--- config.mk ---
export PLATFORM = sky130hd
export DESIGN_NAME = rat_recovery_walker_flat
export DESIGN_NICKNAME = d
export VERILOG_FILES = /design/src/rtl/rat_recovery_walker_if.sv /design/src/rtl/rat_recovery_walker.sv /design/src/flat_wrapper.sv
export SDC_FILE = /design/constraint.sdc
export NUM_CORES = 1
export LEC_CHECK = 0
export ABC_AREA = 0
export CORE_AREA = 2 2 65 67
export DETAILED_ROUTE_END_ITERATION = 6
export DIE_AREA = 0 0 67 69
export GPL_TIMING_DRIVEN = 1
export PLACE_DENSITY = 0.87
export REMOVE_ABC_BUFFERS = 1
export SLEW_MARGIN = 25
export SYNTH_ARGS = -nofsm -noshare
export SYNTH_HDL_FRONTEND = slang
export SYNTH_SLANG_ARGS = --single-unit
--- constraint.sdc ---
create_clock -name clk -period 5.5 [get_ports clk]
set_input_delay 1.1 -clock clk [delete_from_list [all_inputs] [get_ports clk]]
set_output_delay 1.1 -clock clk [all_outputs]
set_load 0.02 [all_outputs]
--- src/rtl/rat_recovery_walker_if.sv ---
// Signal bundle between the RAT recovery walker and its ROB / RAT / free-list neighbours.
// The master view belongs to the walker; the slave view belongs to the surrounding pipeline.
interface rat_recovery_walker_if #(
    parameter int unsigned ROB_IDX_W = 5,
    parameter int unsigned PHYS_W    = 6
);
    logic                 mispredict_valid;
    logic [ROB_IDX_W-1:0] mispredict_idx;
    logic [ROB_IDX_W-1:0] rob_tail;
    logic                 flush_valid;
    logic [ROB_IDX_W-1:0] rob_rd_idx;
    logic                 rob_rd_uses_rd;
    logic [4:0]           rob_rd_arch;
    logic [PHYS_W-1:0]    rob_rd_pd_old;
    logic [PHYS_W-1:0]    rob_rd_pd_new;
    logic                 recover_valid;
    logic [4:0]           recover_rd_arch;
    logic [PHYS_W-1:0]    recover_pd;
    logic                 free_valid;
    logic [PHYS_W-1:0]    free_pd;
    logic                 tail_restore_valid;
    logic [ROB_IDX_W-1:0] tail_restore;
    logic                 rename_stall;
    logic                 busy;

    modport master (
        input  mispredict_valid, mispredict_idx, rob_tail, flush_valid,
        input  rob_rd_uses_rd, rob_rd_arch, rob_rd_pd_old, rob_rd_pd_new,
        output rob_rd_idx, recover_valid, recover_rd_arch, recover_pd,
        output free_valid, free_pd, tail_restore_valid, tail_restore,
        output rename_stall, busy
    );

    modport slave (
        output mispredict_valid, mispredict_idx, rob_tail, flush_valid,
        output rob_rd_uses_rd, rob_rd_arch, rob_rd_pd_old, rob_rd_pd_new,
        input  rob_rd_idx, recover_valid, recover_rd_arch, recover_pd,
        input  free_valid, free_pd, tail_restore_valid, tail_restore,
        input  rename_stall, busy
    );
endinterface

--- src/rtl/rat_recovery_walker.sv ---
// Branch-mispredict rollback sequencer: walks the squashed ROB entries youngest first,
// restoring RAT mappings and freeing tags, then pulses the restored ROB tail.
module rat_recovery_walker #(
    parameter int unsigned ROB_DEPTH = 32,
    parameter int unsigned ROB_IDX_W = $clog2(ROB_DEPTH),
    parameter int unsigned PHYS_REGS = 64,
    parameter int unsigned PHYS_W    = $clog2(PHYS_REGS)
) (
    input logic                  clk,
    input logic                  rst,
    rat_recovery_walker_if.master bus
);

    typedef enum logic [1:0] {IDLE, WALK, DRAIN, DONE} state_t;

    state_t               state_q, state_d;
    logic [ROB_IDX_W-1:0] walk_ptr_q;
    logic [ROB_IDX_W-1:0] count_q;
    logic [ROB_IDX_W-1:0] tail_q;
    logic [ROB_IDX_W-1:0] req_count;
    logic                 accept;
    logic                 rec_valid_q;
    logic [4:0]           rec_arch_q;
    logic [PHYS_W-1:0]    rec_pd_q;
    logic [PHYS_W-1:0]    free_pd_q;

    // Modular entry count; tail == idx wraps to a full ROB of ROB_DEPTH-1 entries.
    assign req_count = bus.rob_tail - bus.mispredict_idx - ROB_IDX_W'(1);
    assign accept    = (state_q == IDLE) && bus.mispredict_valid && !bus.flush_valid;

    always_ff @(posedge clk) begin
        if (rst) state_q <= IDLE;
        else     state_q <= state_d;
    end

    always_comb begin
        state_d = state_q;
        if (bus.flush_valid) begin
            state_d = IDLE;
        end else begin
            unique case (state_q)
                IDLE:  if (bus.mispredict_valid) state_d = (req_count == '0) ? DONE : WALK;
                WALK:  if (count_q == ROB_IDX_W'(1)) state_d = DRAIN;
                DRAIN: state_d = DONE;
                DONE:  state_d = IDLE;
                default: state_d = IDLE;
            endcase
        end
    end

    always_ff @(posedge clk) begin
        if (rst) begin
            walk_ptr_q  <= '0;
            count_q     <= '0;
            tail_q      <= '0;
            rec_valid_q <= 1'b0;
            rec_arch_q  <= '0;
            rec_pd_q    <= '0;
            free_pd_q   <= '0;
        end else begin
            if (accept) begin
                count_q    <= req_count;
                walk_ptr_q <= bus.rob_tail - ROB_IDX_W'(1);
                tail_q     <= bus.mispredict_idx + ROB_IDX_W'(1);
            end else if (state_q == WALK) begin
                count_q    <= count_q - ROB_IDX_W'(1);
                walk_ptr_q <= walk_ptr_q - ROB_IDX_W'(1);
            end
            rec_valid_q <= (state_q == WALK) && !bus.flush_valid &&
                           bus.rob_rd_uses_rd && (bus.rob_rd_arch != 5'd0);
            if (state_q == WALK) begin
                rec_arch_q <= bus.rob_rd_arch;
                rec_pd_q   <= bus.rob_rd_pd_old;
                free_pd_q  <= bus.rob_rd_pd_new;
            end
        end
    end

    // A flush masks the strobe already registered from the previous read, as well as later ones.
    assign bus.rob_rd_idx         = (state_q == WALK) ? walk_ptr_q : '0;
    assign bus.recover_valid      = rec_valid_q && !bus.flush_valid;
    assign bus.free_valid         = rec_valid_q && !bus.flush_valid;
    assign bus.recover_rd_arch    = rec_arch_q;
    assign bus.recover_pd         = rec_pd_q;
    assign bus.free_pd            = free_pd_q;
    assign bus.tail_restore_valid = (state_q == DONE) && !bus.flush_valid;
    assign bus.tail_restore       = tail_q;
    assign bus.busy               = (state_q != IDLE);
    assign bus.rename_stall       = (state_q != IDLE) || ((state_q == IDLE) && bus.mispredict_valid);

endmodule

--- src/flat_wrapper.sv ---
// flat-port wrapper written by rule: the top's interface ports become plain ports
module rat_recovery_walker_flat 
#(
    parameter int unsigned ROB_DEPTH = 32,
    parameter int unsigned ROB_IDX_W = $clog2(ROB_DEPTH),
    parameter int unsigned PHYS_REGS = 64,
    parameter int unsigned PHYS_W    = $clog2(PHYS_REGS)
)
  (clk, rst, bus_mispredict_valid, bus_mispredict_idx, bus_rob_tail, bus_flush_valid, bus_rob_rd_uses_rd, bus_rob_rd_arch, bus_rob_rd_pd_old, bus_rob_rd_pd_new, bus_rob_rd_idx, bus_recover_valid, bus_recover_rd_arch, bus_recover_pd, bus_free_valid, bus_free_pd, bus_tail_restore_valid, bus_tail_restore, bus_rename_stall, bus_busy);
  rat_recovery_walker_if #(.ROB_IDX_W(ROB_IDX_W), .PHYS_W(PHYS_W)) bus_i ();
  input logic clk;
  input logic rst;
  input wire logic [$bits(bus_i.mispredict_valid)-1:0] bus_mispredict_valid;
  input wire logic [$bits(bus_i.mispredict_idx)-1:0] bus_mispredict_idx;
  input wire logic [$bits(bus_i.rob_tail)-1:0] bus_rob_tail;
  input wire logic [$bits(bus_i.flush_valid)-1:0] bus_flush_valid;
  input wire logic [$bits(bus_i.rob_rd_uses_rd)-1:0] bus_rob_rd_uses_rd;
  input wire logic [$bits(bus_i.rob_rd_arch)-1:0] bus_rob_rd_arch;
  input wire logic [$bits(bus_i.rob_rd_pd_old)-1:0] bus_rob_rd_pd_old;
  input wire logic [$bits(bus_i.rob_rd_pd_new)-1:0] bus_rob_rd_pd_new;
  output wire logic [$bits(bus_i.rob_rd_idx)-1:0] bus_rob_rd_idx;
  output wire logic [$bits(bus_i.recover_valid)-1:0] bus_recover_valid;
  output wire logic [$bits(bus_i.recover_rd_arch)-1:0] bus_recover_rd_arch;
  output wire logic [$bits(bus_i.recover_pd)-1:0] bus_recover_pd;
  output wire logic [$bits(bus_i.free_valid)-1:0] bus_free_valid;
  output wire logic [$bits(bus_i.free_pd)-1:0] bus_free_pd;
  output wire logic [$bits(bus_i.tail_restore_valid)-1:0] bus_tail_restore_valid;
  output wire logic [$bits(bus_i.tail_restore)-1:0] bus_tail_restore;
  output wire logic [$bits(bus_i.rename_stall)-1:0] bus_rename_stall;
  output wire logic [$bits(bus_i.busy)-1:0] bus_busy;
  assign bus_i.mispredict_valid = bus_mispredict_valid;
  assign bus_i.mispredict_idx = bus_mispredict_idx;
  assign bus_i.rob_tail = bus_rob_tail;
  assign bus_i.flush_valid = bus_flush_valid;
  assign bus_i.rob_rd_uses_rd = bus_rob_rd_uses_rd;
  assign bus_i.rob_rd_arch = bus_rob_rd_arch;
  assign bus_i.rob_rd_pd_old = bus_rob_rd_pd_old;
  assign bus_i.rob_rd_pd_new = bus_rob_rd_pd_new;
  assign bus_rob_rd_idx = bus_i.rob_rd_idx;
  assign bus_recover_valid = bus_i.recover_valid;
  assign bus_recover_rd_arch = bus_i.recover_rd_arch;
  assign bus_recover_pd = bus_i.recover_pd;
  assign bus_free_valid = bus_i.free_valid;
  assign bus_free_pd = bus_i.free_pd;
  assign bus_tail_restore_valid = bus_i.tail_restore_valid;
  assign bus_tail_restore = bus_i.tail_restore;
  assign bus_rename_stall = bus_i.rename_stall;
  assign bus_busy = bus_i.busy;
  rat_recovery_walker #(.ROB_DEPTH(ROB_DEPTH), .ROB_IDX_W(ROB_IDX_W), .PHYS_REGS(PHYS_REGS), .PHYS_W(PHYS_W)) u_core (.clk(clk), .rst(rst), .bus(bus_i));
endmodule
==> flow_metrics.tcl <==
set metrics [dict create \
    cpMostUsedCell "clkdlybuf4s50_1" \
    slew_viol_final 0 \
    dpl.hpwl_mm 3.00 \
    synth_top_area_cell "dfxtp_1" \
    grt_pass1_wl_mm 6.87 \
    crit_arrival_ns 2.49 \
    min_period_over_period 0.653 \
    synthAdderAreaFrac 0.0996 \
    yosysWarnings 0 \
    synth_compound_area_frac 0.103 \
    grt_pass1_vias 1484 \
    setup_tns_ns 0 \
    start_util 0.469 \
    drive_above_1_share 0.0604 \
    dieArea_mm2 0.00462 \
    seq_area_um2 701 \
    die_x_um 67 \
    finalNonFillerCells 315 \
    ys_types 35 \
    powerDensity_mw_per_mm2 266 \
    critPathSlowestCell "clkdlybuf4s50_1" \
    crit_required_ns 4.40 \
    cp_cell_sequence "clkdlybuf4s50_1 > nor2b_1 > clkdlybuf4s50_1" \
    synth.avg_cell_area_um2 9.08 \
    cts-buffers-inserted 5 \
    synth_edf_count 0 \
    drt_iter0_drc 50 \
    boundaryPins 64 \
    post_cts_buffers 0 \
    clkLatencyLatePin_ns 0.29 \
    slew-limit-headroom 0.673 \
    die_y_um 69 \
    via_per_inst 4.96 \
    place_area_mm2 0.00250 \
    hold_slack_ns 0.458 \
    path_clk_slew_ns 0.06 \
    wl_mm 4.08 \
    cts_root_buf "clkbuf_8" \
    min_period_ns 3.59 \
    hold_violations 0 \
    synth_top_area_frac 0.382 \
    grt_max_degree 36 \
    clock_sinks 35 \
    vdd_drop_max_mv 0.181 \
    port_buffers 63 \
    async_flop_share 0 \
    drtPass1Iterations 4 \
    fmax_mhz 278 \
    worstMarginPinSlew_ns 0.491 \
    synthTopCellsByArea "dfxtp_1 38%, mux2i_1 10%, ha_1 8.9%" \
    synth_seq_area_share 0.382 \
    grtUsageTotal 0.193 \
    synthMuxAreaShare 0.104 \
    synth-simple-area-share 0.186 \
    areaGrowthSynthToFinish_pct 42.5 \
    synth_top_family_by_area "simple AND/OR/NAND/NOR gates" \
    setup_viol 0 \
    grt-ovfl-total 0 \
    rows 23 \
    fillCellCount 342 \
    synth-xor-area-share 0.0764 \
    fin_area_mm2 0.00261 \
    multi_input_area_mm2 0.00104 \
    status "finished clean" \
    wl_per_cell_um 13.0 \
    ctsHoldBuffers 0 \
    synthFlopType "dfxtp_1" \
    layout_common_cells "63 x clkdlybuf4s50_1, 41 x nor2_1, 35 x dfxtp_1, 19 x mux2i_1, 13 x ha_1" \
    drc 0 \
    syn_inst 202 \
    cts_tree "done" \
    fin_nets 310 \
    critPathKind "input port to output pin" \
    fin_worst_skew_ns 0.00902 \
    dp_cells 307 \
    drv_cap 0 \
    final_common_cell "clkdlybuf4s50_1" \
    path_max_fanout 7 \
    via_count 1563 \
    cts_buffer_depth 2 \
    ant_nets 0 \
    start_kind "input port" \
    cts.htree.levels 2 \
    cts_resized 0 \
    core_area_mm2 0.00391 \
    rsz0062_at_grt "false" \
    syn-cell-area_mm2 0.00183 \
    total_power_w 0.000697 \
    synth-seq-cells 35 \
    cp_slowest_stage_delay_ns 0.64 \
    gp_congestion 0.771 \
    n_antenna_cell 0 \
    holdCritPathClass "flop to flop" \
    power_leakage_nw 1.01 \
    antenna_found_initial 0 \
    endpoint_kind "output pin" \
]
## state kept, by name, summed over array words and instances (netlist names)
name and flops:
u_core.state_q 2, u_core.count_q 5, u_core.bus.tail_restore 5, u_core.bus.recover_pd 6
u_core.rec_valid_q 1, u_core.walk_ptr_q 5, u_core.bus.free_pd 6, u_core.bus.recover_rd_arch 5
## cell usage after synthesis, types with 2 or more instances
library cell and count:
a211oi_1 11, a21oi_1 5, and2_1 5, buf_1 2
buf_2 3, clkbuf_1 5, dfxtp_1 35, ha_1 13
inv_1 11, mux2i_1 19, nand2_1 7, nand2b_1 3
nand3_1 2, nor2_1 41, nor2b_1 2, nor3_1 3
nor4_1 2, nor4b_1 2, xnor2_1 11, xor2_1 5
## where the power goes
group | switching [W] | internal [W] | leakage [nW] | total [W]
registers | 0.0000152 | 0.000274 | 0.286 | 0.000289
clock network | 0.0000969 | 0.000135 | 0.0581 | 0.000232
logic | 0.0000849 | 0.0000911 | 0.661 | 0.000176
## final timing paths
check	slack (ns)	to	from	cells past startpoint
min	0.46	u_core.bus.tail_restore[1]$_SDFFE_PP0P_	u_core.bus.tail_restore[1]$_SDFFE_PP0P_	2
max	1.91	bus_free_valid	bus_flush_valid	3
min reg2reg	0.46	u_core.bus.tail_restore[1]$_SDFFE_PP0P_	u_core.bus.tail_restore[1]$_SDFFE_PP0P_	2
max reg2reg	3.25	u_core.walk_ptr_q[4]$_SDFFE_PP0P_	u_core.state_q[0]$_SDFFE_PP0P_	11
## logic make-up (layout without fill, tap and decap cells)
logic type               Yosys count  in the layout
adder cells (fa/ha/maj)           14             14
AND/OR/NAND/NOR                   72             72
AO/OA/AOI/OAI                     24             24
buffers and inverters             22             85
XOR/XNOR                          16             16
multiplexers                      19             19
flip-flops                        35             35
## metal layers
metal,global-route usage,vias up,part of all wire
met5,0,-,0
met2,0.298,56,0.44
met1,0.237,697,0.46
li1,-,804,-
met3,0.0816,6,0.085
met4,0.0680,0,0.015
## stage by stage
stage	util	setup WS, ns
2_1_floorplan	-	2.51
3_3_place_gp	0.639	1.92
3_5_place_dp	0.639	1.92
4_1_cts	0.668	1.90
5_1_grt	0.668	1.82
6_report	0.668	1.91
## worst max-delay path: cells and delay by family
family / cells / cell delay, ns
buf+inv: 2 / 1.16
simple gates: 1 / 0.23
## cell type report
class / instances / share of cell area
Clock buffer: 5 / 0.0263
Timing Repair Buffer: 66 / 0.250
Sequential cell: 35 / 0.268
Inverter: 11 / 0.0158
Clock inverter: 3 / 0.0168
Tap cell: 50 / 0.0239
Multi-Input combinational cell: 145 / 0.399
Note: power is estimated with default switching activity, not from simulation.
